$ cat src/rtl/pomodoro_pkg.sv
// -----------------------------------------------------------------------------
// pomodoro_pkg
// Shared definitions for the pomodoro timer button front end.
//   N_BTN                  : default number of push-button channels
//   DEBOUNCE_CYCLES_DEF    : default stable cycles before a level change is
//                            accepted (20 ms at 125 MHz)
//   LONG_PRESS_CYCLES_DEF  : default held cycles, counted from press
//                            acceptance, before the long-press event (1 s)
//   btn_state_e            : per-channel debounce/hold FSM state
//   cnt_width()            : counter width for a given terminal count
// -----------------------------------------------------------------------------
package pomodoro_pkg;

   localparam int N_BTN                 = 4;
   localparam int DEBOUNCE_CYCLES_DEF   = 2_500_000;
   localparam int LONG_PRESS_CYCLES_DEF = 125_000_000;

   typedef enum logic [2:0] {
      ST_IDLE,
      ST_PRESS_WAIT,
      ST_PRESSED,
      ST_LONG_HELD,
      ST_RELEASE_WAIT
   } btn_state_e;

   // Counters only ever need to hold limit-1, so $clog2(limit) bits suffice;
   // a limit of 1 would give a zero-width vector, hence the floor of 1.
   function automatic int cnt_width(input int limit);
      return (limit > 1) ? $clog2(limit) : 1;
   endfunction

endpackage : pomodoro_pkg

$ cat src/rtl/pomo_btn_conditioner_if.sv
// -----------------------------------------------------------------------------
// pomo_btn_conditioner_if
// Bundle between the raw push buttons and the conditioned event outputs.
//   btn_raw       : raw asynchronous button levels, active-high
//   btn_level     : debounced level per channel
//   press_pulse   : 1-cycle pulse per channel on an accepted press
//   release_pulse : 1-cycle pulse per channel on an accepted release
//   long_pulse    : 1-cycle pulse per channel when a press has been held long
//   sel           : one-hot, sticky code of the last accepted press
//   sel_vld       : 1-cycle pulse when sel is updated
// Modports: master = button source / event consumer, slave = conditioner.
// -----------------------------------------------------------------------------
interface pomo_btn_conditioner_if #(
   parameter int N_BTN = pomodoro_pkg::N_BTN
);

   logic [N_BTN-1:0] btn_raw;
   logic [N_BTN-1:0] btn_level;
   logic [N_BTN-1:0] press_pulse;
   logic [N_BTN-1:0] release_pulse;
   logic [N_BTN-1:0] long_pulse;
   logic [N_BTN-1:0] sel;
   logic             sel_vld;

   modport master (
      output btn_raw,
      input  btn_level, press_pulse, release_pulse, long_pulse, sel, sel_vld
   );

   modport slave (
      input  btn_raw,
      output btn_level, press_pulse, release_pulse, long_pulse, sel, sel_vld
   );

endinterface : pomo_btn_conditioner_if

$ cat src/rtl/btn_debounce_ch.sv
// -----------------------------------------------------------------------------
// btn_debounce_ch
// One push-button channel: 2-flop synchronizer, debounce/hold FSM, debounce
// counter and hold counter. All event outputs are registered and rise on the
// clock edge that commits the corresponding FSM transition.
// Ports:
//   clk, rst     : clock, asynchronous active-high reset
//   btn_raw_i    : raw asynchronous button level
//   level_o      : debounced level
//   press_o      : registered 1-cycle press pulse
//   release_o    : registered 1-cycle release pulse
//   long_o       : registered 1-cycle long-press pulse
//   press_evt_o  : combinational press decision (lets the parent register a
//                  value in the same cycle as press_o)
// -----------------------------------------------------------------------------
module btn_debounce_ch
   import pomodoro_pkg::*;
#(
   parameter int DEBOUNCE_CYCLES   = DEBOUNCE_CYCLES_DEF,
   parameter int LONG_PRESS_CYCLES = LONG_PRESS_CYCLES_DEF
) (
   input  logic clk,
   input  logic rst,
   input  logic btn_raw_i,
   output logic level_o,
   output logic press_o,
   output logic release_o,
   output logic long_o,
   output logic press_evt_o
);

   localparam int DB_W   = cnt_width(DEBOUNCE_CYCLES);
   localparam int HOLD_W = cnt_width(LONG_PRESS_CYCLES);

   localparam logic [DB_W-1:0]   DB_LAST   = DB_W'(DEBOUNCE_CYCLES - 1);
   localparam logic [HOLD_W-1:0] HOLD_LAST = HOLD_W'(LONG_PRESS_CYCLES - 1);

   // Synchronizer
   logic sync1_q, sync1_d;
   logic sync2_q, sync2_d;

   // FSM, counters and registered outputs
   btn_state_e        state_q, state_d;
   logic [DB_W-1:0]   db_cnt_q, db_cnt_d;
   logic [HOLD_W-1:0] hold_cnt_q, hold_cnt_d;
   logic              long_done_q, long_done_d;
   logic              level_q, level_d;
   logic              press_q, press_d;
   logic              release_q, release_d;
   logic              long_q, long_d;

   logic sync;
   assign sync = sync2_q;

   always_comb begin
      // NOTE: every signal written here gets a default first; a path that
      // leaves one unassigned would infer a latch.
      sync1_d     = btn_raw_i;
      sync2_d     = sync1_q;
      state_d     = state_q;
      db_cnt_d    = db_cnt_q;
      hold_cnt_d  = hold_cnt_q;
      long_done_d = long_done_q;
      level_d     = level_q;
      press_d     = 1'b0;
      release_d   = 1'b0;
      long_d      = 1'b0;

      case (state_q)
         ST_IDLE: begin
            if (sync) begin
               state_d  = ST_PRESS_WAIT;
               db_cnt_d = '0;
            end
         end

         ST_PRESS_WAIT: begin
            if (!sync) begin
               state_d = ST_IDLE;            // glitch rejected silently
            end else if (db_cnt_q == DB_LAST) begin
               state_d     = ST_PRESSED;
               press_d     = 1'b1;
               level_d     = 1'b1;
               hold_cnt_d  = '0;
               long_done_d = 1'b0;
            end else begin
               db_cnt_d = db_cnt_q + 1'b1;
            end
         end

         ST_PRESSED: begin
            // Hold time accrues in every PRESSED cycle and saturates.
            if (hold_cnt_q != HOLD_LAST) begin
               hold_cnt_d = hold_cnt_q + 1'b1;
            end
            // A low sample takes precedence: the long event is deferred until
            // the button is seen held again, and dropped if it is released.
            if (!sync) begin
               state_d  = ST_RELEASE_WAIT;
               db_cnt_d = '0;
            end else if (hold_cnt_q == HOLD_LAST) begin
               state_d     = ST_LONG_HELD;
               long_d      = 1'b1;
               long_done_d = 1'b1;
            end
         end

         ST_LONG_HELD: begin
            if (!sync) begin
               state_d  = ST_RELEASE_WAIT;
               db_cnt_d = '0;
            end
         end

         ST_RELEASE_WAIT: begin
            if (sync) begin
               // Bounce during the hold: resume where we were, hold_cnt kept.
               state_d = long_done_q ? ST_LONG_HELD : ST_PRESSED;
            end else if (db_cnt_q == DB_LAST) begin
               state_d   = ST_IDLE;
               release_d = 1'b1;
               level_d   = 1'b0;
            end else begin
               db_cnt_d = db_cnt_q + 1'b1;
            end
         end

         default: begin
            state_d = ST_IDLE;
         end
      endcase
   end

   always_ff @(posedge clk or posedge rst) begin
      if (rst) begin
         sync1_q     <= 1'b0;
         sync2_q     <= 1'b0;
         state_q     <= ST_IDLE;
         db_cnt_q    <= '0;
         hold_cnt_q  <= '0;
         long_done_q <= 1'b0;
         level_q     <= 1'b0;
         press_q     <= 1'b0;
         release_q   <= 1'b0;
         long_q      <= 1'b0;
      end else begin
         // NOTE: non-blocking assignments so every flop samples the values
         // from before this edge, independent of statement order.
         sync1_q     <= sync1_d;
         sync2_q     <= sync2_d;
         state_q     <= state_d;
         db_cnt_q    <= db_cnt_d;
         hold_cnt_q  <= hold_cnt_d;
         long_done_q <= long_done_d;
         level_q     <= level_d;
         press_q     <= press_d;
         release_q   <= release_d;
         long_q      <= long_d;
      end
   end

   assign level_o     = level_q;
   assign press_o     = press_q;
   assign release_o   = release_q;
   assign long_o      = long_q;
   assign press_evt_o = press_d;

endmodule : btn_debounce_ch

$ cat src/rtl/pomo_btn_conditioner.sv
// -----------------------------------------------------------------------------
// pomo_btn_conditioner
// Conditions N_BTN raw push buttons into debounced levels and press / release
// / long-press pulses, and keeps a sticky one-hot mode select of the last
// accepted press.
// Ports:
//   clk  : system clock (125 MHz)
//   rst  : asynchronous active-high reset
//   bus  : pomo_btn_conditioner_if.slave (btn_raw in; btn_level, press_pulse,
//          release_pulse, long_pulse, sel, sel_vld out)
// -----------------------------------------------------------------------------
module pomo_btn_conditioner #(
   parameter int N_BTN             = pomodoro_pkg::N_BTN,
   parameter int DEBOUNCE_CYCLES   = pomodoro_pkg::DEBOUNCE_CYCLES_DEF,
   parameter int LONG_PRESS_CYCLES = pomodoro_pkg::LONG_PRESS_CYCLES_DEF
) (
   input  logic                     clk,
   input  logic                     rst,
   pomo_btn_conditioner_if.slave    bus
);

   logic [N_BTN-1:0] level;
   logic [N_BTN-1:0] press;
   logic [N_BTN-1:0] release_evt;
   logic [N_BTN-1:0] long_evt;
   logic [N_BTN-1:0] press_evt;

   logic [N_BTN-1:0] sel_q, sel_d;
   logic             sel_vld_q, sel_vld_d;

   for (genvar g = 0; g < N_BTN; g++) begin : g_ch
      btn_debounce_ch #(
         .DEBOUNCE_CYCLES   (DEBOUNCE_CYCLES),
         .LONG_PRESS_CYCLES (LONG_PRESS_CYCLES)
      ) u_ch (
         .clk         (clk),
         .rst         (rst),
         .btn_raw_i   (bus.btn_raw[g]),
         .level_o     (level[g]),
         .press_o     (press[g]),
         .release_o   (release_evt[g]),
         .long_o      (long_evt[g]),
         .press_evt_o (press_evt[g])
      );
   end

   // sel is loaded from the channels' press decisions, so it changes on the
   // same edge as press_pulse. Ascending scan: the highest pressed index is
   // written last and wins.
   always_comb begin
      sel_d     = sel_q;
      sel_vld_d = 1'b0;
      for (int i = 0; i < N_BTN; i++) begin
         if (press_evt[i]) begin
            sel_d     = '0;
            sel_d[i]  = 1'b1;
            sel_vld_d = 1'b1;
         end
      end
   end

   always_ff @(posedge clk or posedge rst) begin
      if (rst) begin
         sel_q     <= '0;
         sel_vld_q <= 1'b0;
      end else begin
         sel_q     <= sel_d;
         sel_vld_q <= sel_vld_d;
      end
   end

   assign bus.btn_level     = level;
   assign bus.press_pulse   = press;
   assign bus.release_pulse = release_evt;
   assign bus.long_pulse    = long_evt;
   assign bus.sel           = sel_q;
   assign bus.sel_vld       = sel_vld_q;

endmodule : pomo_btn_conditioner

$ cat src/flat_wrapper.sv
// flat-port wrapper written by rule: the top's interface ports become plain ports
module pomo_btn_conditioner_flat 
#(
   parameter int N_BTN             = pomodoro_pkg::N_BTN,
   parameter int DEBOUNCE_CYCLES   = pomodoro_pkg::DEBOUNCE_CYCLES_DEF,
   parameter int LONG_PRESS_CYCLES = pomodoro_pkg::LONG_PRESS_CYCLES_DEF
)
  (clk, rst, bus_btn_raw, bus_btn_level, bus_press_pulse, bus_release_pulse, bus_long_pulse, bus_sel, bus_sel_vld);
  pomo_btn_conditioner_if #(.N_BTN(N_BTN)) bus_i ();
  input  logic clk;
  input  logic rst;
  input wire logic [$bits(bus_i.btn_raw)-1:0] bus_btn_raw;
  output wire logic [$bits(bus_i.btn_level)-1:0] bus_btn_level;
  output wire logic [$bits(bus_i.press_pulse)-1:0] bus_press_pulse;
  output wire logic [$bits(bus_i.release_pulse)-1:0] bus_release_pulse;
  output wire logic [$bits(bus_i.long_pulse)-1:0] bus_long_pulse;
  output wire logic [$bits(bus_i.sel)-1:0] bus_sel;
  output wire logic [$bits(bus_i.sel_vld)-1:0] bus_sel_vld;
  assign bus_i.btn_raw = bus_btn_raw;
  assign bus_btn_level = bus_i.btn_level;
  assign bus_press_pulse = bus_i.press_pulse;
  assign bus_release_pulse = bus_i.release_pulse;
  assign bus_long_pulse = bus_i.long_pulse;
  assign bus_sel = bus_i.sel;
  assign bus_sel_vld = bus_i.sel_vld;
  pomo_btn_conditioner #(.N_BTN(N_BTN), .DEBOUNCE_CYCLES(DEBOUNCE_CYCLES), .LONG_PRESS_CYCLES(LONG_PRESS_CYCLES)) u_core (.clk(clk), .rst(rst), .bus(bus_i));
endmodule
$ cat config.mk
export PLATFORM = sky130hd
export DESIGN_NAME = pomo_btn_conditioner_flat
export DESIGN_NICKNAME = d
export VERILOG_FILES = /design/src/rtl/pomodoro_pkg.sv /design/src/rtl/pomo_btn_conditioner_if.sv /design/src/rtl/btn_debounce_ch.sv /design/src/rtl/pomo_btn_conditioner.sv /design/src/flat_wrapper.sv
export SDC_FILE = /design/constraint.sdc
export NUM_CORES = 1
export LEC_CHECK = 0
export ABC_AREA = 1
export ABC_CLOCK_PERIOD_IN_PS = 11900
export BUFFER_PORTS_ARGS = -buffer_cell sky130_fd_sc_hd__buf_2
export CELL_PAD_IN_SITES_DETAIL_PLACEMENT = 1
export CELL_PAD_IN_SITES_GLOBAL_PLACEMENT = 2
export CORE_ASPECT_RATIO = 2
export CORE_MARGIN = 2
export CORE_UTILIZATION = 36
export CTS_CLUSTER_DIAMETER = 50
export CTS_CLUSTER_SIZE = 10
export DETAILED_ROUTE_END_ITERATION = 8
export PLACE_DENSITY_LB_ADDON = 0.25
export SLEW_MARGIN = 20
export SYNTH_ARGS = -nofsm -noshare
export SYNTH_HDL_FRONTEND = slang
export SYNTH_SLANG_ARGS = --single-unit
$ cat constraint.sdc
create_clock -name clk -period 11.9 [get_ports clk]
set_input_delay 2.38 -clock clk [delete_from_list [all_inputs] [get_ports clk]]
set_output_delay 2.38 -clock clk [all_outputs]
set_load 0.05 [all_outputs]
==> results of run 1 <==
==> how the worst max path moves through the flow <==
stage / from / end / slack, ps / cells after the start
floorplan: rst / u_core.bus.sel[0] / 2900 / 1
global placement: rst / u_core.g_ch[0].u_ch.db_cnt_q[12] / 7990 / 3
detailed placement: rst / u_core.g_ch[0].u_ch.db_cnt_q[10] / 7960 / 3
CTS: u_core.g_ch[3].u_ch.level_o / bus_btn_level[3] / 8340 / 1
global route: u_core.g_ch[0].u_ch.level_o / bus_btn_level[0] / 8320 / 1
finish: u_core.g_ch[0].u_ch.level_o / bus_btn_level[0] / 8370 / 1
==> cell usage in the layout, fill, tap and decap left out, types with 2 or more instances in the layout <==
master,count
nor3b_1,3
nand2_2,8
inv_1,190
nand2_4,4
a31oi_1,2
a21oi_1,8
clkbuf_16,35
inv_2,16
clkbuf_8,2
dfrtp_1,241
nor3_4,2
inv_6,3
nand4_1,45
a21o_1,16
nand2_1,773
xor2_1,62
or2_2,14
nand3b_1,7
ha_1,8
o21bai_1,2
bufinv_16,3
nor2_1,413
nor3_2,2
o21ai_1,53
nor3_1,58
o21a_1,2
nor2_2,4
clkinv_2,2
o21ai_0,102
buf_4,3
xnor2_1,26
nand3_1,223
o22ai_1,3
nor2_4,7
a211oi_1,3
nand3_2,9
o21ai_2,13
clkbuf_1,2
buf_2,26
==> per-layer routing <==
| metal | up-vias | part of all wire | track usage |
|---|---|---|---|
| li1 | 7609 | - | - |
| met1 | 7570 | 0.34 | 0.217 |
| met2 | 216 | 0.58 | 0.491 |
| met3 | 151 | 0.019 | 0.0218 |
| met4 | 0 | 0.058 | 0.126 |
| met5 | - | 0 | 0 |
==> layout make-up <==
class | count | area share
clock buffers | 39 | 0.0522
well taps | 555 | 0.0398
multi-input cells | 1880 | 0.500
flip-flops and latches | 241 | 0.345
clock inverters | 10 | 0.00817
repair buffers | 30 | 0.00989
inverters | 207 | 0.0449
==> power by group through the flow <==
stage | clock network (W) | registers [W] | logic (W)
final | 0.00101 | 0.000923 | 0.000672
after global routing | 0.00106 | 0.000931 | 0.000756
after CTS | 0.00104 | 0.000922 | 0.000690
after detailed placement | 0 | 0.000937 | 0.000687
after global placement | 0 | 0.000933 | 0.000672
after floorplan | 0 | 0.000919 | 0.000544
==> per-stage QoR <==
stage                     setup slack, ps  hold slack, ps  power (W)  utilization
after floorplan                      2900             331    0.00146            -
after global routing                 8320             364    0.00275        0.396
final                                8370             346    0.00260        0.396
after CTS                            8340             348    0.00265        0.396
after global placement               7990             337    0.00161        0.372
after detailed placement             7960             336    0.00162        0.372
==> logic make-up (layout without fill, tap and decap cells) <==
| kind of cell | after synthesis | after routing | share of synthesized area |
|---|---|---|---|
| flops | 241 | 241 | 0.377 |
| simple gates | 1576 | 1576 | 0.418 |
| compound gates | 208 | 208 | 0.0734 |
| buf+inv | 276 | 286 | 0.0766 |
| fa+ha+maj | 8 | 8 | 0.00626 |
| xor+xnor | 88 | 88 | 0.0482 |
==> worst reg2reg max path: cells and delay by family (launching register included) <==
family | cells | cell delay [ps]
simple gates | 7 | 2270
buf+inv | 2 | 470
flops | 1 | 440
==> run summary, run 1 <==
largest register by flop count: u_core.g_ch.u_ch.hold_cnt_q
Die Span Y: 302 µm
unrepaired setup endpoints after global routing: false
initial antenna violation count: 0
post-CTS setup buffers: 0
width of the chip: 153 µm
switching power: 0.000997 W
first-pass GRT wire length: 87000 µm
Post-synth ARST share: 1.00
Worst VDD drop: 112 µV
Hold Crit Class: flip-flop to flip-flop
Slew Viols, Final: 0
CP bufs+invs: 1
Critical Path RT: 9520 ps
Seq cells post-synth: 241
sequential fraction of the synthesis area: 0.377
Vias/cell: 5.25
post-synth design cell area: 0.0160 mm²
PwrDens: 149 mW/mm²
Worst setup SP type: flip-flop
P&R area growth vs syn: 9.27%
Final nets: 2408
Pint: 0.00161 W
DRT iter0 DRCs: 460
post-route minimum period: 3530 ps
largest net degree at the start of global routing: 156
Filler Cell Count: 5741
gr usage total: 0.235
slew of the pin with the lowest slew margin: 945 ps
Critical R2R Launch: u_core.g_ch[0].u_ch.state_q[1]
CP Max Fanout: 2
non-filler cells, final: 2962
Pre-antenna DRT Iters: 4
fraction of layout cells with a size suffix above 1: 0.0661
top-count cell post-synth: nand2_1
# DRC: 0
Clock power frac: 0.387
gr ovfl total: 0
detailed-route wire length per cell: 18.2 µm
Combinational Power Share: 0.258
r2r setup slk: 8660 ps
status: completed
Clock Path Buffers: 3
Critical Path AT: 1150 ps
Max Cap Viol: 0
Crit Path Class: flip-flop to output pin
vias post-DR: 15.5k
syn nets: 2411
cell taking the most area after synthesis: dfrtp_1
CP cell instances: buf_2
Reg power frac: 0.355
clk_skew: 20.6 ps
mean post-synth cell area: 6.67 µm²
CTS buffer count: 34
Ys Warns: 0
leakage: 7.38 nW
# diodes: 0
synth top area cells: dfrtp_1, nand2_1, nor2_1
vias in the first global route: 16.5k
final instance area: 0.0175 mm²
Starting Density: 0.363
hold buffer count at CTS: 0
Core Area: 0.0441 mm²
placed cell areas: 0.0164 mm²
GPL Wtd Cong: 0.895
Max stage delay on crit path: 360 ps
H-tree lvl count: 2
EDFF count, synth: 0
Worst-path clk slew: 60 ps
reg2reg end: u_core.g_ch[0].u_ch.hold_cnt_q[6]
worst skew pair latency: 530 ps
CTS tree: built
Multi-input gate area: 0.00872 mm²
Detail Route Antenna Nets: 0
max FFs per register: 108
Die ar.: 0.0462 mm²
period utilisation layout: 0.297
switching fraction of total power: 0.383
Setup Total Neg Slack: 0 ps
area share of the largest cell type after synthesis: 0.377
row cnt: 109
most frequent cells after synthesis: nand2_1, nor2_1, dfrtp_1
Mapped Cells: 2397
Main synth FF type: dfrtp_1
WHS Path Cells: 0
Synth cell types: 44
CTS-repair resized insts: 0
Crit. End Element: output pin
cell family with most CP delay: flip-flops
register area: 0.00603 mm²
clk sinks: 241
f_max: 283 MHz
Final Hold Fails: 0
final setup fails: 0
Routed Wire Length: 53900 µm
HP Start: u_core.g_ch[0].u_ch.sync1_q
CP max stage cell: dfrtp_1
WHS Endpoint: u_core.g_ch[0].u_ch.sync
count of input and output buffers: 26
placed insts: 2913
biggest regs: u_core.g_ch.u_ch.hold_cnt_q x108, u_core.g_ch.u_ch.db_cnt_q x88, u_core.g_ch.u_ch.state_q x12
HPWL after DPL: 41200 µm
boundary pin count: 27
path depth of the worst reg2reg path: 9
Relative slew margins: 0.370
root buf cell: clkbuf_16
No activity file was read; power rests on OpenSTA's default activity.
==> run 2, diff against run 1 <==
--- a/config.mk
+++ b/config.mk
@@ -6,7 +6,7 @@
 export NUM_CORES = 1
 export LEC_CHECK = 0
 export ABC_AREA = 1
-export ABC_CLOCK_PERIOD_IN_PS = 11900
+export ABC_CLOCK_PERIOD_IN_PS = 3500
 export BUFFER_PORTS_ARGS = -buffer_cell sky130_fd_sc_hd__buf_2
 export CELL_PAD_IN_SITES_DETAIL_PLACEMENT = 1
 export CELL_PAD_IN_SITES_GLOBAL_PLACEMENT = 2
==> constraint.sdc (replaced) <==
create_clock -name clk -period 3.5 [get_ports clk]
set_input_delay 0.7 -clock clk [delete_from_list [all_inputs] [get_ports clk]]
set_output_delay 0.7 -clock clk [all_outputs]
set_load 0.05 [all_outputs]
==> run 2 against run 1 <==
  * Critical path depth grew 9
  * Power grew to 3.5 times the previous value
  * Die area is the same
  * Non-clock buffer count grew 13
  * Sequential cell count is the same
  * Clock power grew to 3.6 times the previous value
  * Design area grew 1.2%
  * Largest power group unchanged
  * Highest routed layer unchanged
==> run summary, run 2 (synthesis results as in run 1) <==
row cnt: 109
placed cell areas: 0.0165 mm²
HPWL after DPL: 41300 µm
CTS buffer count: 35
boundary pin count: 27
final setup fails: 0
Final Hold Fails: 0
commonest non-fill, non-tap cell in the layout: nand2_1
Starting Density: 0.363
WHS: 274 ps
Pre-antenna DRT Iters: 5
hold buffer count at CTS: 0
Crit Path Class: flip-flop to flip-flop
Critical Path AT: 2940 ps
post-CTS setup buffers: 0
GPL Wtd Cong: 0.907
H-tree lvl count: 2
WHS Endpoint: u_core.g_ch[0].u_ch.sync1_q
detailed-route wire length per cell: 17.8 µm
reg2reg end: u_core.g_ch[3].u_ch.hold_cnt_q[20]
f_max: 391 MHz
HP Start: bus_btn_raw[0]
# DRC: 0
vias in the first global route: 16.9k
Crit. End Element: flip-flop
Critical Path RT: 3880 ps
clk sinks: 241
Die ar.: 0.0462 mm²
largest net degree at the start of global routing: 73
Worst VDD drop: 363 µV
Routed Wire Length: 53100 µm
post-route minimum period: 2560 ps
Combinational Power Share: 0.256
vias post-DR: 15.5k
count of input and output buffers: 26
clk_skew: 24.4 ps
Filler Cell Count: 5747
unrepaired setup endpoints after global routing: false
# diodes: 0
Pint: 0.00566 W
width of the chip: 153 µm
P&R area growth vs syn: 10.5%
gr usage total: 0.234
path depth of the worst reg2reg path: 10
DRT iter0 DRCs: 403
largest register by flop count: u_core.g_ch.u_ch.hold_cnt_q
Vias/cell: 5.20
Core Area: 0.0441 mm²
CTS-repair resized insts: 0
max FFs per register: 108
most frequent cells in the layout: nand2_1, nor2_1, dfrtp_1
switching fraction of total power: 0.375
period utilisation layout: 0.730
r2r setup slk: 940 ps
Slew Viols, Final: 0
Clock Path Buffers: 3
Max Cap Viol: 0
Critical R2R Launch: u_core.g_ch[3].u_ch.db_cnt_q[0]
Worst setup SP type: flip-flop
switching power: 0.00339 W
PwrDens: 512 mW/mm²
Hold Crit Class: primary input to flip-flop
status: completed
leakage: 7.49 nW
slew of the pin with the lowest slew margin: 830 ps
CTS tree: built
Reg power frac: 0.347
Clock power frac: 0.397
Worst-path clk slew: 50 ps
worst skew pair latency: 530 ps
root buf cell: clkbuf_16
register area: 0.00603 mm²
CP Max Fanout: 35
initial antenna violation count: 0
fraction of layout cells with a size suffix above 1: 0.0725
biggest regs: u_core.g_ch.u_ch.hold_cnt_q x108, u_core.g_ch.u_ch.db_cnt_q x88, u_core.g_ch.u_ch.state_q x12
Detail Route Antenna Nets: 0
WHS Path Cells: 1
Multi-input gate area: 0.00872 mm²
gr ovfl total: 0
CP startpoint: u_core.g_ch[3].u_ch.db_cnt_q[0]
Die Span Y: 302 µm
final instance area: 0.0177 mm²
first-pass GRT wire length: 87000 µm
Final nets: 2422
Relative slew margins: 0.445
==> run 2: metrics by stage <==
stage	setup TNS [ps]	std cells	utilization	power (W)	worst slack (ps)
floorplan	-87200	2397	-	0.00498	-362
global placement	0	2926	0.375	0.00550	980
detailed placement	0	2926	0.375	0.00557	917
CTS	0	2981	0.401	0.00924	906
global route	0	2981	0.401	0.00960	635
finish	0	2981	0.401	0.00905	944
==> run 2: worst max-delay path by stage <==
stage / cells after the start / endpoint
global route: 10 / u_core.g_ch[3].u_ch.hold_cnt_q[20]
global placement: 10 / u_core.g_ch[2].u_ch.hold_cnt_q[20]
detailed placement: 9 / u_core.g_ch[3].u_ch.hold_cnt_q[17]
CTS: 9 / u_core.g_ch[3].u_ch.hold_cnt_q[17]
finish: 10 / u_core.g_ch[3].u_ch.hold_cnt_q[20]
floorplan: 1 / u_core.bus.sel[0]
==> run 2: final cells by class <==
type	instances	area share
sequential	241	0.341
inverter	207	0.0442
clock buffer	45	0.0564
timing repair buffer	43	0.0167
tap	555	0.0393
multi-input combinational	1880	0.494
clock inverter	10	0.00801
==> run 2: power by group through the flow <==
stage	Clock, W	Sequential (W)	Combinational (W)
4_1_cts	0.00371	0.00314	0.00239
6_report	0.00359	0.00314	0.00231
2_1_floorplan	0	0.00313	0.00185
3_3_place_gp	0	0.00317	0.00233
5_1_grt	0.00380	0.00317	0.00264
3_5_place_dp	0	0.00319	0.00238
==> run 2: per-layer routing <==
metal / share of wire / routed length [µm] / GRT usage / vias to the layer above
met2: 0.58 / 30600 / 0.488 / 216
met1: 0.34 / 18200 / 0.214 / 7488
met4: 0.057 / 3020 / 0.126 / 0
met5: 0 / 0 / 0 / -
li1: - / - / - / 7641
met3: 0.022 / 1190 / 0.0266 / 153
==> run 2: critical path, cell delays in order, from the launching register on <==
cell and delay (ps):
dfrtp_1 430, ha_1 280, nand3_2 190, inv_2 150
nand2_1 70, nor2_1 160, nand3_1 100, nand2_1 110
nand3_2 570, nand2_1 230, o21ai_0 100
